===== src/rtl/mux_demux_pkg.sv =====
// Shared types and helpers for the mux_demux_n slot switch.
// The slot state enum and the select-width helper live here.
package mux_demux_pkg;

    typedef enum logic {
        EMPTY = 1'b0,
        FULL  = 1'b1
    } slot_state_t;

    // Width of a channel index; never narrower than one bit.
    function automatic int sel_w(input int n);
        return (n > 1) ? $clog2(n) : 1;
    endfunction

endpackage


===== src/rtl/rr_arbiter_n.sv =====
// Round-robin source grant for mux_demux_n: searches upward from the last
// granted channel + 1 and advances its pointer only when a beat is accepted.
module rr_arbiter_n
    import mux_demux_pkg::*;
#(
    parameter  int N_CH  = 4,
    localparam int SEL_W = sel_w(N_CH)
) (
    input  logic             clk,
    input  logic             rst,
    input  logic [N_CH-1:0]  req,
    input  logic             accept,
    output logic [SEL_W-1:0] grant_idx,
    output logic             grant_any
);

    logic [SEL_W-1:0] ptr_reg;

    always_ff @(posedge clk or posedge rst) begin
        if (rst) begin
            ptr_reg <= SEL_W'(N_CH - 1);
        end else if (accept) begin
            ptr_reg <= grant_idx;
        end
    end

    always_comb begin
        int               idx;
        logic [SEL_W-1:0] idx_sel;
        grant_idx = '0;
        grant_any = 1'b0;
        idx       = 0;
        idx_sel   = '0;
        for (int i = 1; i <= N_CH; i++) begin
            idx = int'(ptr_reg) + i;
            if (idx >= N_CH) begin
                idx = idx - N_CH;
            end
            idx_sel = SEL_W'(idx);
            if (!grant_any && req[idx_sel]) begin
                grant_any = 1'b1;
                grant_idx = idx_sel;
            end
        end
    end

endmodule


===== src/rtl/mux_demux_n.sv =====
// N-channel mux/demux through a single-beat slot register (EMPTY/FULL).
// Define MUX_DEMUX_ROUND_ROBIN_EN to pick the source by round-robin instead of src_sel.
module mux_demux_n
    import mux_demux_pkg::*;
#(
    parameter  int N_CH  = 4,
    parameter  int WIDTH = 2,
    localparam int SEL_W = sel_w(N_CH)
) (
    input  logic                       clk,
    input  logic                       rst,
    input  logic [N_CH-1:0][WIDTH-1:0] in_data,
    input  logic [N_CH-1:0]            in_valid,
    output logic [N_CH-1:0]            in_ready,
    input  logic [SEL_W-1:0]           src_sel,
    input  logic [SEL_W-1:0]           dst_sel,
    output logic [N_CH-1:0][WIDTH-1:0] out_data,
    output logic [N_CH-1:0]            out_valid,
    input  logic [N_CH-1:0]            out_ready
);

    localparam logic [SEL_W:0] N_CH_W = (SEL_W + 1)'(N_CH);

    slot_state_t      state_reg, state_next;
    logic [WIDTH-1:0] data_reg;
    logic [SEL_W-1:0] dst_q_reg;

    logic [SEL_W-1:0] src_idx;
    logic             src_ok;
    logic             slot_free;
    logic             accept;

    logic dst_ok;
    assign dst_ok = ({1'b0, dst_sel} < N_CH_W);

`ifdef MUX_DEMUX_ROUND_ROBIN_EN
    logic grant_any;

    rr_arbiter_n #(
        .N_CH (N_CH)
    ) u_rr_arbiter (
        .clk       (clk),
        .rst       (rst),
        .req       (in_valid),
        .accept    (accept),
        .grant_idx (src_idx),
        .grant_any (grant_any)
    );

    assign src_ok = grant_any && dst_ok;
`else
    assign src_idx = src_sel;
    assign src_ok  = ({1'b0, src_sel} < N_CH_W) && dst_ok;
`endif

    // A new beat fits when the slot is empty or is draining this cycle.
    assign slot_free = (state_reg == EMPTY) || out_ready[dst_q_reg];
    assign accept    = src_ok && slot_free && in_valid[src_idx];

    always_ff @(posedge clk or posedge rst) begin
        if (rst) begin
            state_reg <= EMPTY;
            data_reg  <= '0;
            dst_q_reg <= '0;
        end else begin
            state_reg <= state_next;
            if (accept) begin
                data_reg  <= in_data[src_idx];
                dst_q_reg <= dst_sel;
            end
        end
    end

    always_comb begin
        state_next = state_reg;
        case (state_reg)
            EMPTY: begin
                if (accept) begin
                    state_next = FULL;
                end
            end
            FULL: begin
                if (accept) begin
                    state_next = FULL;
                end else if (out_ready[dst_q_reg]) begin
                    state_next = EMPTY;
                end
            end
            default: state_next = EMPTY;
        endcase
    end

    generate
        for (genvar gi = 0; gi < N_CH; gi++) begin : g_chan
            assign in_ready[gi]  = src_ok && slot_free && (src_idx == SEL_W'(gi));
            assign out_valid[gi] = (state_reg == FULL) && (dst_q_reg == SEL_W'(gi));
            assign out_data[gi]  = out_valid[gi] ? data_reg : '0;
        end
    endgenerate

endmodule


===== config.mk =====
export PLATFORM = sky130hd
export DESIGN_NAME = mux_demux_n
export DESIGN_NICKNAME = d
export VERILOG_FILES = /design/src/rtl/mux_demux_pkg.sv /design/src/rtl/rr_arbiter_n.sv /design/src/rtl/mux_demux_n.sv
export SDC_FILE = /design/constraint.sdc
export NUM_CORES = 1
export LEC_CHECK = 0
export CORE_MARGIN = 2
export CORE_UTILIZATION = 28
export DETAILED_ROUTE_END_ITERATION = 6
export GPL_TIMING_DRIVEN = 0
export PLACE_DENSITY = 0.84
export SYNTH_ARGS = -nofsm -noshare
export SYNTH_HDL_FRONTEND = slang
export SYNTH_SLANG_ARGS = --single-unit
export TNS_END_PERCENT = 5

===== constraint.sdc =====
create_clock -name clk -period 1.44 [get_ports clk]
set_input_delay 0.216 -clock clk [delete_from_list [all_inputs] [get_ports clk]]
set_output_delay 0.216 -clock clk [all_outputs]
set_load 0.005 [all_outputs]

* Word level (Yosys, flattened, before mapping)
Index checks and enable logic that the tools add are counted.
Widths: inputs -> output; s select.
** Cells by class
- $lt $le $gt $ge :: 2
- Equal/unequal tests :: 6
- Reductions and logical operators :: 12
- Bitwise operators :: 1
- Muxes and demuxes :: 14
** Operators by type and width (count)
- $mux 2 :: 5
- $logic_and 1x1->1 :: 9
- $eq 2x2->1 const B :: 4
- $lt 2x3->1 const B :: 2
- $mux 1 :: 5
- $bmux 1 s2 :: 2
- $bmux 2 s2 :: 1
- $eq 2x1->1 const B :: 2
- $logic_not 2->1 :: 2
- $pmux 1 s2 :: 1
- $logic_or 1x1->1 :: 1
- $not 1->1 :: 1
** Storage, ports and cells
- Flip-flop bits (word level) :: 5
- Input bits :: 22
- Output and inout port bits :: 16
- Word-level logic and storage cells :: 38

* Depth between registers and ports, before layout
Gate-level depths: netlist (run 1).
- Depth in word-level cells :: 6
- Depth in mapped cells :: 4
- Mapped depth without buffers :: 3

* Worst setup path before layout (run 1)
Ideal clock, no wire load.
- Path type :: reg-to-reg
- From :: reg dst_q_reg[1]
- To :: reg data_reg[0]
- Buffers on the path :: 1
- Period minus slack after synthesis :: 1.506 ns
- Data required time :: 1.315 ns
- Arrival time :: 1.381 ns
- Setup slack :: -0.066 ns
- Setup time :: 0.125 ns
- Cell stages (with the launch flop) :: 5
- Cell sequence :: dfrtp_1 buf_2 mux2_2 o221ai_4 mux2_4
** Between the ends
- Word-level cells in the longest chain between the ends :: 4
** RTL lines
- from (decl) :: RTL line mux_demux_n.sv:26 : logic [SEL_W-1:0] dst_q_reg;
- from (signal assigned) :: RTL line mux_demux_n.sv:69 : dst_q_reg <= dst_sel;
- $bmux 1 s2 :: RTL line mux_demux_n.sv:57 : assign slot_free = (state_reg == EMPTY) || out_ready[dst_q_reg];
- $mux 1 (not written as such) :: RTL line mux_demux_n.sv:57
- $logic_or 1x1->1 :: RTL line mux_demux_n.sv:57
- $logic_and 1x1->1 :: RTL line mux_demux_n.sv:58 : assign accept = src_ok && slot_free && in_valid[src_idx];
- to (signal assigned) :: RTL line mux_demux_n.sv:68 : data_reg <= in_data[src_idx];
- to (decl) :: RTL line mux_demux_n.sv:25 : logic [WIDTH-1:0] data_reg;
No other way between the ends. The select of a mux whose other input is x is not followed.
A chain may end at the register's enable or synchronous reset.

* Worst setup path in the final report (run 1)
- From :: reg dst_q_reg[0]
- To :: out in_ready[0]
** Between the ends
- Word-level cells in the longest chain between the ends :: 4
** RTL lines
- $bmux 1 s2 :: RTL line mux_demux_n.sv:57
- $mux 1 (not written as such) :: RTL line mux_demux_n.sv:57
- $logic_or 1x1->1 :: RTL line mux_demux_n.sv:57
- $logic_and 1x1->1 :: RTL line mux_demux_n.sv:95 : assign in_ready[gi] = src_ok && slot_free && (src_idx == SEL_W'(gi));
- to (decl) :: RTL line mux_demux_n.sv:14 : output logic [N_CH-1:0] in_ready,
No other way between the ends. The select of a mux whose other input is x is not followed.

==> flow_metrics.py, run 1 <==
metrics = {
    "power": {
        "p_sw_share_pct": 35.0,
        "powerDensity_nw_per_um2": 1590,
        "p_comb_share_pct": 67.7,
        "irDropWorstVdd_v": 0.000760,
        "p_switching_uw": 531,
        "p_int_uw": 985,
        "pwr-share-clk_pct": 10.5,
        "pwr-share-seq_pct": 21.8,
        "power_uw": 1520,
        "p_leak_uw": 0.000474,
    },
    "cells_and_area": {
        "final_layout_size_suffix_gt1_share_pct": 44.8,
        "final_common_cell": "clkdlybuf4s50_1",
        "area_growth_syn_to_layout_pct": 107,
        "fin_util_pct": 62.4,
        "layout.nets": 110,
        "fill_cells": 126,
        "n_antenna_cell": 0,
        "final_cell_mix": "clkdlybuf4s50_1, and2_1, buf_6, mux2_4, buf_2",
    },
    "global_route": {
        "grt_overflow": 0,
        "grt_antenna_before_repair": 0,
        "grt_use_total_pct": 13.2,
        "grt_pass1_vias": 514,
        "grt_pass1_wl_um": 1890,
        "grt_max_degree": 7,
    },
    "timing": {
        "fin_crit_sh_pct": 120,
        "report.final.setup_viol": 15,
        "final_max_slew_viol_count": 0,
        "rsz0062_at_grt": "true",
        "layout_min_cycle_time_ns": 1.73,
        "max_slew_margin_pct": 81.5,
        "fin_skew_ns": 0.00170,
        "setup-tns-final_ns": -2.99,
        "worst_pin_slew_ns": 0.278,
        "finalHoldViolCount": 0,
        "setup_slack_ns": -0.295,
        "clock.fmax_mhz": 576,
    },
    "floorplanning": {
        "coreArea_um2": 1520,
        "die_y_um": 44.6,
        "start_util_pct": 30.2,
        "die_w_um": 44.6,
        "fp-row-count": 14,
        "top_level_ports": 38,
        "fp.dieArea_um2": 1980,
    },
    "clock_tree": {
        "cts_made_buffers": 3,
        "cts_tree": "built",
        "clock-sinks": 5,
        "cts_max_level": 1,
        "clockBufferDepth": 2,
        "clock_latency_ns": 0.24,
        "path_clk_slew_ns": 0.04,
        "cts-root-buf": "clkbuf_4",
    },
    "setup_path": {
        "worstPathArrival_ns": 1.52,
        "cp-end-kind": "output port",
        "crit_path_max_fanout": 4,
        "critical_path_class": "reg -> out",
        "cp.required_ns": 1.22,
        "ff2ff_path_depth": 5,
        "start_kind": "flop",
    },
    "route": {
        "drtAntennaViolNets": 0,
        "vias": 504,
        "dr.pass1.iters": 2,
        "wl_um": 1250,
        "routedWlPerCell_um": 12.2,
        "drc": 0,
        "drtIter0Drc": 3,
        "vias_per_cell": 4.89,
    },
    "status": {
        "violations": "setup timing",
        "status": "finished with violations",
    },
    "yosys": {
        "synth_nets": 63,
        "ys_warn_count": 0,
        "synth_area_um2": 460,
        "syn_inst": 41,
        "ys_seq_area_share_pct": 27.2,
        "ys_seq_elements": 5,
        "syn_area_per_cell_um2": 11.2,
        "synth_cell_type_count": 18,
    },
    "hold_path": {
        "hp-class": "in -> async",
    },
    "place": {
        "pre_cts_ws_ns": -0.592,
        "io_buffers": 36,
        "gp_congestion": 0.642,
        "dpl.hpwl_um": 968,
    },
    "flow_run": {
        "max-cap-violations": 0,
    },
}
kinds of logic after synthesis:
logic type	Yosys count	synth area share, %
AND/OR/NAND/NOR	20	25.5
multiplexers	9	34.2
flip-flops	5	27.2
buffers and inverters	5	5.98
AO/OA/AOI/OAI	2	7.07
path summary, 6_finish.rpt:
check | start | to | slack (ns)
max | dst_q_reg[0]$_DFFE_PP0P_ | in_ready[0] | -0.29
max in group asynchronous | rst | dst_q_reg[0]$_DFFE_PP0P_ | 1.10
max reg2reg | dst_q_reg[0]$_DFFE_PP0P_ | dst_q_reg[1]$_DFFE_PP0P_ | -0.23
min in group clk | src_sel[0] | data_reg[0]$_DFFE_PP0P_ | 0.45
min | rst | data_reg[0]$_DFFE_PP0P_ | 0.16
min reg2reg | data_reg[1]$_DFFE_PP0P_ | data_reg[1]$_DFFE_PP0P_ | 0.60
power by group through the flow:
stage	Combinational [µW]	Sequential (µW)	Clock [µW]
2_1_floorplan	473	255	0
3_3_place_gp	818	277	0
3_5_place_dp	840	281	0
4_1_cts	1020	283	163
5_1_grt	1100	343	189
6_report	1030	330	160
synthesized netlist by cell type:
master / n / area (µm²)
o22ai_1: 1 / 6.26
nor2_1: 2 / 7.51
nor2b_1: 1 / 6.26
mux4_1: 2 / 52.6
buf_6: 1 / 11.3
inv_1: 3 / 11.3
or2b_4: 1 / 11.3
nor3_1: 4 / 20.0
and3_1: 3 / 18.8
buf_2: 1 / 5.00
or2_1: 1 / 6.26
mux2_2: 2 / 22.5
mux2_4: 4 / 60.1
nand2_1: 1 / 3.75
mux4_2: 1 / 22.5
and2_1: 7 / 43.8
o221ai_4: 1 / 26.3
dfrtp_1: 5 / 125
routing by layer:
layer | part of all wire [%] | vias up | track usage (%)
met5 | 0 | - | 0
met4 | 2.2 | 0 | 10.9
met1 | 31 | 228 | 12.3
met2 | 59 | 31 | 24.6
li1 | - | 241 | -
met3 | 8.2 | 4 | 2.04
final cells by class:
class | count | area [µm²] | share of cell area (%)
flip-flops and latches | 5 | 129 | 13.6
multi-input cells | 31 | 358 | 37.6
inverters | 3 | 11.3 | 1.18
repair buffers | 43 | 395 | 41.6
plain buffers | 1 | 11.3 | 1.18
well taps | 16 | 20.0 | 2.11
clock buffers | 4 | 26.3 | 2.76
critical path, cell delays in order, from the launching register on:
cell and delay [ns]:
dfrtp_2 0.43, or2b_4 0.28, buf_6 0.13, o22ai_4 0.15, buf_6 0.12, nor3_1 0.03
buf_2 0.13
metrics by stage:
step | hold WS (ns) | area, µm² | std cells
2_1_floorplan | -0.00548 | 470 | 41
3_3_place_gp | 0.419 | 851 | 93
3_5_place_dp | 0.421 | 851 | 93
4_1_cts | 0.165 | 926 | 102
5_1_grt | 0.206 | 951 | 103
6_report | 0.164 | 951 | 103
repair_timing:
item	in CTS	in global routing
gates cloned	0	0
gates resized for setup	37	17
hold buffers	0	0
endpoints found under the setup margin	20	20
pin swaps	3	2
buffers inserted	5	2
Power figures use the tool's default switching activity.
==> run 2: changes to the inputs <==
ABC_AREA = 1   (was not set)
CORE_UTILIZATION = 29   (was 28)
PLACE_DENSITY = not set   (was 0.84)
PLACE_DENSITY_LB_ADDON = 0.3   (was not set)
==> run 2 against run 1 <==
  * The flow still finishes with violations (setup timing)
  * Largest power group unchanged
  * Highest routed layer unchanged
  * Non-clock buffer count grew 5
  * Cell count up 41%
  * Area after synthesis is 7.1% higher
  * Global-route usage rose by 4.8 points
==> flow_metrics.py, run 2 <==
metrics = {
    "yosys": {
        "yosysMostFrequentCell": "nand2_1",
        "ys_seq_elements": 5,
        "synthArstFlopShare_pct": 100,
        "synth_cell_type_count": 15,
        "syn_inst": 78,
        "synth_common_cells": "nand2_1, inv_1, nand3_1",
        "ys.flop_type": "dfrtp_1",
        "ys_seq_area_share_pct": 25.4,
        "synth_area_leaders": "dfrtp_1, nand2_1, nand3_1",
        "synth_area_um2": 493,
        "syn_area_per_cell_um2": 6.32,
        "synth-edff-count": 0,
        "ys_warn_count": 0,
        "synth_nets": 100,
        "yosys.area.top_type_share_pct": 25.4,
        "synth_area_leader_cell": "dfrtp_1",
    },
    "power": {
        "power_uw": 1600,
        "pwr-share-clk_pct": 10.0,
        "p_int_uw": 852,
        "powerDensity_nw_per_um2": 1560,
        "irDropWorstVdd_v": 0.000865,
        "p_switching_uw": 744,
        "pwr-share-seq_pct": 19.9,
        "p_sw_share_pct": 46.6,
        "p_comb_share_pct": 70.1,
        "p_leak_uw": 0.000503,
    },
    "setup_path": {
        "crit_path_max_fanout": 6,
        "rrSetupSlack_ns": 0.14,
        "cp.required_ns": 1.22,
        "cp-end-kind": "output port",
        "endpoint": "out_data[3]",
        "worstPathArrival_ns": 1.38,
        "start_kind": "flop",
        "crit_path_start": "dst_q_reg[0]$_DFFE_PP0P_",
        "r2r-start": "dst_q_reg[0]$_DFFE_PP0P_",
        "reg2reg_to": "data_reg[0]$_DFFE_PP0P_",
        "critical_path_class": "reg -> out",
        "ff2ff_path_depth": 9,
    },
    "floorplanning": {
        "top_level_ports": 38,
        "fp.dieArea_um2": 2050,
        "start_util_pct": 32.0,
        "die_y_um": 45.2,
        "die_w_um": 45.2,
        "coreArea_um2": 1540,
        "fp-row-count": 14,
    },
    "clock_tree": {
        "path_clk_slew_ns": 0.04,
        "clockBufferDepth": 2,
        "cts_tree": "built",
        "cts_max_level": 1,
        "clock-sinks": 5,
        "clock_latency_ns": 0.24,
        "cts-root-buf": "clkbuf_4",
        "cts_made_buffers": 3,
    },
    "global_route": {
        "grt_overflow": 0,
        "grt_use_total_pct": 18.0,
        "grt_pass1_vias": 638,
        "grt_pass1_wl_um": 2560,
        "grt_antenna_before_repair": 0,
        "grt_max_degree": 9,
    },
    "place": {
        "dpl.hpwl_um": 1140,
        "gp_congestion": 0.750,
        "io_buffers": 35,
        "place_area_um2": 863,
    },
    "cells_and_area": {
        "final_cell_mix": "clkdlybuf4s50_1, nand2_1, nand3_1, buf_2, buf_4",
        "final_common_cell": "clkdlybuf4s50_1",
        "area_growth_syn_to_layout_pct": 108,
        "fin_area_um2": 1020,
        "final_layout_size_suffix_gt1_share_pct": 48.1,
        "layout.nets": 152,
        "n_antenna_cell": 0,
    },
    "timing": {
        "final_max_slew_viol_count": 0,
        "clock.fmax_mhz": 626,
        "layout_min_cycle_time_ns": 1.60,
        "fin_skew_ns": 0.00460,
        "fin_crit_sh_pct": 111,
        "max_slew_margin_pct": 86.8,
        "setup_slack_ns": -0.157,
        "worst_pin_slew_ns": 0.197,
        "rsz0062_at_grt": "true",
        "finalHoldViolCount": 0,
        "report.final.setup_viol": 14,
    },
    "flow_run": {
        "max-cap-violations": 0,
    },
    "route": {
        "drc": 0,
        "routedWlPerCell_um": 12.2,
        "vias": 684,
        "dr.pass1.iters": 1,
        "drtAntennaViolNets": 0,
        "wl_um": 1770,
        "drtIter0Drc": 0,
        "vias_per_cell": 4.72,
    },
    "status": {
        "violations": "setup timing",
        "status": "finished with violations",
    },
    "hold_path": {
        "hp-class": "in -> async",
    },
}
==> run 2: logic make-up after synthesis <==
group	share of synthesized area (%)
DFF	25.4
and+or+nand+nor	59.1
AOI/OAI and AO/OA	1.01
buffers and inverters	14.5
==> run 2: worst min-delay path by stage <==
stage | startpoint | endpoint | slack, ns | depth (start not counted)
floorplan | rst | data_reg[0]$_DFFE_PP0P_ | -0.005 | 1
global placement | rst | data_reg[0]$_DFFE_PP0P_ | 0.42 | 2
detailed placement | rst | dst_q_reg[1]$_DFFE_PP0P_ | 0.43 | 2
CTS | rst | state_reg$_DFF_PP0_ | 0.18 | 2
global route | rst | state_reg$_DFF_PP0_ | 0.19 | 2
finish | rst | state_reg$_DFF_PP0_ | 0.18 | 2
==> run 2: metrics by stage <==
step                      setup TNS, ns  std cells  worst slack (ns)  hold WS, ns  util [%]
final                             -1.42        145            -0.157        0.182      66.5
after global routing              -2.61        145            -0.260        0.194      66.5
after CTS                         -1.27        143            -0.155        0.178      63.8
after detailed placement          -3.88        129            -0.489        0.432      56.0
after global placement            -3.53        129            -0.474        0.424      56.0
after floorplan                       0         78             0.259     -0.00548         -
==> run 2: cell type report <==
class,count,area (µm²)
repair buffers,47,390
well taps,16,20.0
plain buffers,2,22.5
multi-input cells,58,382
clock buffers,4,26.3
inverters,13,56.3
fillers,149,517
flip-flops and latches,5,128
==> run 2: repair_timing <==
item,4_1_cts,5_1_grt
buffers inserted,10,3
gates resized for setup,66,21
pin swaps,7,7
hold buffers,0,0
setup endpoints to repair,16,16
==> run 2: power groups by stage <==
| stage | logic [µW] | clock network (µW) | registers [µW] |
|---|---|---|---|
| after floorplan | 413 | 0 | 270 |
| after global placement | 717 | 0 | 283 |
| after detailed placement | 731 | 0 | 287 |
| after CTS | 969 | 166 | 298 |
| after global routing | 1220 | 181 | 326 |
| final | 1120 | 160 | 317 |
==> run 2: layer usage <==
layer / routed length, µm / vias up / global-route usage (%) / share of wire [%]
met5: 0 / - / 0 / 0
met4: 31 / 0 / 14.7 / 1.7
met3: 131 / 4 / 4.40 / 7.4
met2: 995 / 41 / 36.0 / 56
met1: 615 / 289 / 13.9 / 35
li1: - / 350 / - / -
==> run 2: worst max-delay path: stages (launching register included) <==
cell             delay, ns
dfrtp_2               0.44
inv_4                 0.07
buf_4                 0.14
nor3_4                0.15
inv_2                 0.05
nor2_1                0.08
clkdlybuf4s15_2       0.20
==> run 3: changes to the inputs <==
CAP_MARGIN = 20   (was not set)
==> results of run 3 <==
Final layout, timing and power as in run 2 (identical DEF).
